$ cat config.mk
export PLATFORM = sky130hd
export DESIGN_NAME = rr_bus_arbiter
export DESIGN_NICKNAME = d
export VERILOG_FILES = /design/src/rtl/rr_bus_arbiter.sv
export SDC_FILE = /design/constraint.sdc
export NUM_CORES = 1
export LEC_CHECK = 0
export ABC_AREA = 1
export BUFFER_PORTS_ARGS = -buffer_cell sky130_fd_sc_hd__buf_2
export CELL_PAD_IN_SITES_DETAIL_PLACEMENT = 0
export CELL_PAD_IN_SITES_GLOBAL_PLACEMENT = 2
export CORE_UTILIZATION = 35
export CTS_BUF_LIST = sky130_fd_sc_hd__clkbuf_16
export CTS_CLUSTER_SIZE = 10
export DETAILED_ROUTE_END_ITERATION = 12
export GPL_TIMING_DRIVEN = 0
export PLACE_DENSITY_LB_ADDON = 0.08
export SYNTH_ARGS = -nofsm -noshare
export SYNTH_HDL_FRONTEND = slang
export SYNTH_SLANG_ARGS = --single-unit
export TNS_END_PERCENT = 50
$ cat constraint.sdc
create_clock -name CK -period 3 [get_ports CK]
set_clock_uncertainty 0.2 [all_clocks]
set_input_delay 0.3 -clock CK [delete_from_list [all_inputs] [get_ports CK]]
set_output_delay 0.3 -clock CK [all_outputs]
set_load 0.05 [all_outputs]
$ cat src/rtl/rr_bus_arbiter.sv
`default_nettype none
// ============================================================================
// Module   : rr_bus_arbiter
// Purpose  : Round-robin bus arbiter with registered one-hot grant, hold-time
//            watchdog and per-requester lockout after a watchdog revocation.
// Revision : 1.0 - initial release
// ============================================================================
module rr_bus_arbiter #(
    parameter int N       = 4,
    parameter int TIMEOUT = 255,
    parameter int TW      = 8
) (
    input  logic                 CK,
    input  logic                 nCL,
    input  logic [N-1:0]         REQ,
    output logic [N-1:0]         GNT,
    output logic [$clog2(N)-1:0] OWNER,
    output logic                 BUSY,
    output logic                 TOUT,
    output logic [N-1:0]         LOCK
);

    localparam int c_ownerWidth = $clog2(N);
    localparam int c_sumWidth   = c_ownerWidth + 1;

    typedef enum logic [1:0] {
        S_IDLE  = 2'd0,
        S_GRANT = 2'd1,
        S_TURN  = 2'd2
    } stateT;

    stateT                   r_state,  w_stateNxt;
    logic [N-1:0]            r_gnt,    w_gntNxt;
    logic [c_ownerWidth-1:0] r_owner,  w_ownerNxt;
    logic [c_ownerWidth-1:0] r_ptr,    w_ptrNxt;
    logic [TW-1:0]           r_timer,  w_timerNxt;
    logic                    r_busy,   w_busyNxt;
    logic                    r_tout,   w_toutNxt;
    logic [N-1:0]            r_lock,   w_lockNxt;

    logic [N-1:0]            w_elig;
    logic [2*N-1:0]          w_eligDbl;
    logic [N-1:0]            w_rot;
    logic                    w_found;
    logic [c_sumWidth-1:0]   w_pickSum;
    logic [c_ownerWidth-1:0] w_pick;
    logic [c_ownerWidth-1:0] w_ownerInc;
    logic                    w_ownerReq;
    logic                    w_timeout;

    assign w_elig    = REQ & ~r_lock;
    // Rotate eligibility so bit 0 corresponds to the requester at PTR.
    assign w_eligDbl = {w_elig, w_elig};
    assign w_rot     = w_eligDbl[{1'b0, r_ptr} +: N];

    always_comb begin
        w_found   = 1'b0;
        w_pickSum = '0;
        for (int k = N - 1; k >= 0; k--) begin
            if (w_rot[k]) begin
                w_found   = 1'b1;
                w_pickSum = {1'b0, r_ptr} + c_sumWidth'(k);
            end
        end
        if (w_pickSum >= c_sumWidth'(N)) begin
            w_pickSum = w_pickSum - c_sumWidth'(N);
        end
        w_pick = w_pickSum[c_ownerWidth-1:0];
    end

    assign w_ownerInc = (r_owner == c_ownerWidth'(N - 1)) ? '0 : r_owner + 1'b1;
    assign w_ownerReq = REQ[r_owner];
    // Release is checked first, so a timeout only fires while REQ is still high.
    assign w_timeout  = (TIMEOUT != 0) && (r_timer == TW'(TIMEOUT - 1));

    always_comb begin
        w_stateNxt = r_state;
        w_gntNxt   = r_gnt;
        w_ownerNxt = r_owner;
        w_ptrNxt   = r_ptr;
        w_timerNxt = r_timer;
        w_toutNxt  = 1'b0;
        w_lockNxt  = r_lock & REQ;
        case (r_state)
            S_IDLE: begin
                w_gntNxt = '0;
                if (w_found) begin
                    w_gntNxt   = N'(1) << w_pick;
                    w_ownerNxt = w_pick;
                    w_timerNxt = '0;
                    w_stateNxt = S_GRANT;
                end
            end
            S_GRANT: begin
                if (!w_ownerReq) begin
                    w_gntNxt   = '0;
                    w_ptrNxt   = w_ownerInc;
                    w_stateNxt = S_TURN;
                end else if (w_timeout) begin
                    w_gntNxt   = '0;
                    w_toutNxt  = 1'b1;
                    w_lockNxt  = w_lockNxt | (N'(1) << r_owner);
                    w_ptrNxt   = w_ownerInc;
                    w_stateNxt = S_TURN;
                end else if (r_timer != {TW{1'b1}}) begin
                    w_timerNxt = r_timer + 1'b1;
                end
            end
            S_TURN: begin
                w_gntNxt   = '0;
                w_stateNxt = S_IDLE;
            end
            default: begin
                w_gntNxt   = '0;
                w_stateNxt = S_IDLE;
            end
        endcase
        w_busyNxt = |w_gntNxt;
    end

    always_ff @(posedge CK or negedge nCL) begin
        if (!nCL) begin
            r_state <= S_IDLE;
            r_gnt   <= '0;
            r_owner <= '0;
            r_ptr   <= '0;
            r_timer <= '0;
            r_busy  <= 1'b0;
            r_tout  <= 1'b0;
            r_lock  <= '0;
        end else begin
            r_state <= w_stateNxt;
            r_gnt   <= w_gntNxt;
            r_owner <= w_ownerNxt;
            r_ptr   <= w_ptrNxt;
            r_timer <= w_timerNxt;
            r_busy  <= w_busyNxt;
            r_tout  <= w_toutNxt;
            r_lock  <= w_lockNxt;
        end
    end

    assign GNT   = r_gnt;
    assign OWNER = r_owner;
    assign BUSY  = r_busy;
    assign TOUT  = r_tout;
    assign LOCK  = r_lock;

endmodule
`default_nettype wire

==> out/summary.txt <==
Via/cell ratio - 4.948
Design area - 1648 sq um
Drt pass-1 iters - 4
Hold EP - LOCK[1]
R2R Path Start - OWNER[0]
Average wire per cell in the routed design - 12.39 um
Num CTS Buffers - 3
Yosys warns - 0
Nets - 217
CP max stage delay - 0.45 ns
Hold Crit Start - REQ[1]
Synthesis-stage register bit count - 24
Worst Path Required - 2.95 ns
Crit share post-route - 0.6519
Max-slew violation count - 0
RD Place Congestion - 0.8076
Share of the synthesized area in the top cell type - 0.4248
CP Launch Type - register
Share of post-route cells with drive strength above 1 - 0.1520
R2R setup slack - 1.04 ns
WS Path Type - reg -> reg
Synth area leaders - dfrtp_1 42%, nand2_1 15%, nand3_1 7.4%, ha_1 5.3%, inv_1 5.3%
Total GRT Usage - 0.1631
Number of cells on the worst hold path - 2
Clk_lat worst skew - 0.25 ns
Max-Cap Viols - 0
Mapped cell area - 1414 sq um
Post-synth ARST share - 1.000
Worst Max-Slew Pin Slew - 0.5402 ns
Grt total ovfl - 0
Ys flop type - dfrtp_1
CTS tree - done
Synth area leader - dfrtp_1
CP dominant cell by count - nand2_1
Total wire length - 3.123 mm
Setup Buffers After CTS - 0
Worst path slowest cell - dfrtp_1
Largest fanout on the critical path - 10
DR top layer - met4
Int Pwr - 0.8739 mW
Post-Syn Nets - 194
Combinational share of power - 0.546
Worst reg2reg path depth - 10
Detailed Route Iter0 Violations - 70
WL met2 - 1.271 mm
Placed Cells - 247
Distinct cells, synth - 26
Area after DPL - 1559 sq um
Port-buffer cells - 17
Die span in x - 65.56 um
Clk root buf - clkbuf_16
Via count - 1,247
Crit path DAT - 1.91 ns
Sequential power share - 0.286
Hold Vio Cnt, Final - 0
RSZ-0062 raised after global routing - no
Net Sw Frac - 0.4806
IO Count - 18
Max Buffers Root-to-Sink - 2
Crit-path cells - inv_1 -> nand2_1 -> nand2_1 -> nand2_1 -> o21ai_2 -> a21oi_2 -> nor2_2 -> nand2_4 -> buf_12 -> o31ai_1
Final std cells w/o fill - 252
Setup ws final - 1.044 ns
Starting Density - 0.3749
Achievable Freq - 511.3 MHz
Sequential element share of the synthesized area - 0.4248
Final setup TNS - 0 ns
Hold_buf cts - 1
Initial antenna violation count - 0
Critical R2R Capture - r_timer[7]
Post-CTS sizing - 0
Metal-1 WL - 1.668 mm
Critical path startpoint - OWNER[0]
# DRC - 0
Commonest cells post-synth - 55 x nand2_1, 24 x dfrtp_1, 21 x nand3_1
Post-DP HPWL - 2.428 mm
Mapped Cells - 182
Status - completed
Row cnt - 22
Post-synth EDFFs - 0
Vias in the first global route - 1,085
Minimum clock period - 1.956 ns
Final setup viols - 0
Switching pwr - 0.8085 mW
Pin count of the biggest net entering global routing - 25
Top-count cell post-synth - nand2_1
Area Growth Syn to Fin - 16.55%
Clock tree sinks - 24
Power per cell area - 1021 nW/um^2
Core area - 3771 sq um
Die Area - 4297 sq um
Clk pwr share - 0.168
Worst hold path type - in -> reg
Met3 Wirelength - 170 um
Clock-pin slew on the worst setup and hold paths - 0.06 ns
H-tree depth - 1
Max IR drop VDD - 509.1 uV
Pre-CTS WS - 1.054 ns
CP Capture Type - register
Die H - 65.56 um
Fill cell count - 376
First-pass GRT wire length - 5.306 mm
Syn Area/Cell - 7.768 sq um
Antenna cells - 0
Antenna Nets Post-Route - 0
Leakage Power - 0.8540 nW
Max_slew headroom - 0.6398
-- power by group through the flow --
stage	registers (mW)	logic, mW	clock network (mW)
6_report	0.481	0.919	0.282
3_5_place_dp	0.484	0.922	0
5_1_grt	0.497	1.04	0.316
3_3_place_gp	0.483	0.915	0
2_1_floorplan	0.599	0.592	0
4_1_cts	0.482	0.925	0.292
-- cells in the final DEF (no fill, tap or decap), types with 2 or more instances in the layout --
cell and count:
xor2_1 2, o21ai_0 7, ha_1 6, nand2_1 55, inv_1 20, o21ai_2 2, nand3_1 21, nor2_1 16
o21ai_1 2, a21oi_1 3, nor2_2 2, buf_2 17, inv_2 2, dfrtp_1 24, clkbuf_16 3, a22o_1 3
o31ai_1 5, xnor2_1 2
-- flip-flops by register name, indices dropped and copies added, names as in the netlist --
signal / count
r_timer: 8
GNT: 4
LOCK: 4
OWNER: 2
r_ptr: 2
r_state: 2
BUSY: 1
TOUT: 1
-- per-layer routing --
layer | GRT usage | vias to the layer above
met5 | 0 | -
met4 | 0.01630 | 0
met3 | 0.04340 | 2
met2 | 0.2281 | 32
met1 | 0.2543 | 579
li1 | - | 634
-- kinds of logic after synthesis --
family | count (synthesis) | share of synthesized area
AND/OR/NAND/NOR | 99 | 0.2991
AO/OA/AOI/OAI | 25 | 0.1177
buffers and inverters | 24 | 0.08053
flip-flops | 24 | 0.4248
adder cells (fa/ha/maj) | 6 | 0.05310
XOR/XNOR | 4 | 0.02478
-- critical path: cells and delay by family (launching register included) --
family,cells,cell delay (ns)
DFF,1,0.45
buffers and inverters,2,0.33
and+or+nand+nor,5,0.44
AOI/OAI and AO/OA,3,0.42
-- worst max-delay path by stage --
| stage | end | slack, ns | depth (start not counted) |
|---|---|---|---|
| 3_3_place_gp | BUSY | 1.08 | 12 |
| 5_1_grt | r_timer[7] | 0.83 | 11 |
| 3_5_place_dp | r_timer[7] | 1.05 | 10 |
| 4_1_cts | r_timer[7] | 1.04 | 10 |
| 2_1_floorplan | r_timer[5] | 0.96 | 11 |
| 6_report | r_timer[7] | 1.04 | 10 |
-- area by class of cell --
class / instances / area [sq um] / share of cell area
Inverter: 22 / 82.58 / 0.05011
Multi-Input combinational cell: 134 / 699.4 / 0.4244
Timing Repair Buffer: 18 / 95.09 / 0.05771
Sequential cell: 24 / 600.6 / 0.3645
Clock buffer: 3 / 75.07 / 0.04556
Clock inverter: 1 / 3.754 / 0.002278
Tap cell: 48 / 60.06 / 0.03645
Buffer: 2 / 31.28 / 0.01898
-- through the flow --
stage	power, mW	util	hold WS (ns)
floorplan	1.191	-	-0.1956
global placement	1.398	0.4134	0.1156
detailed placement	1.406	0.4134	0.1226
CTS	1.698	0.4370	0.1169
global route	1.850	0.4370	0.1201
finish	1.682	0.4370	0.1209
No activity file was read; power rests on OpenSTA's default activity.
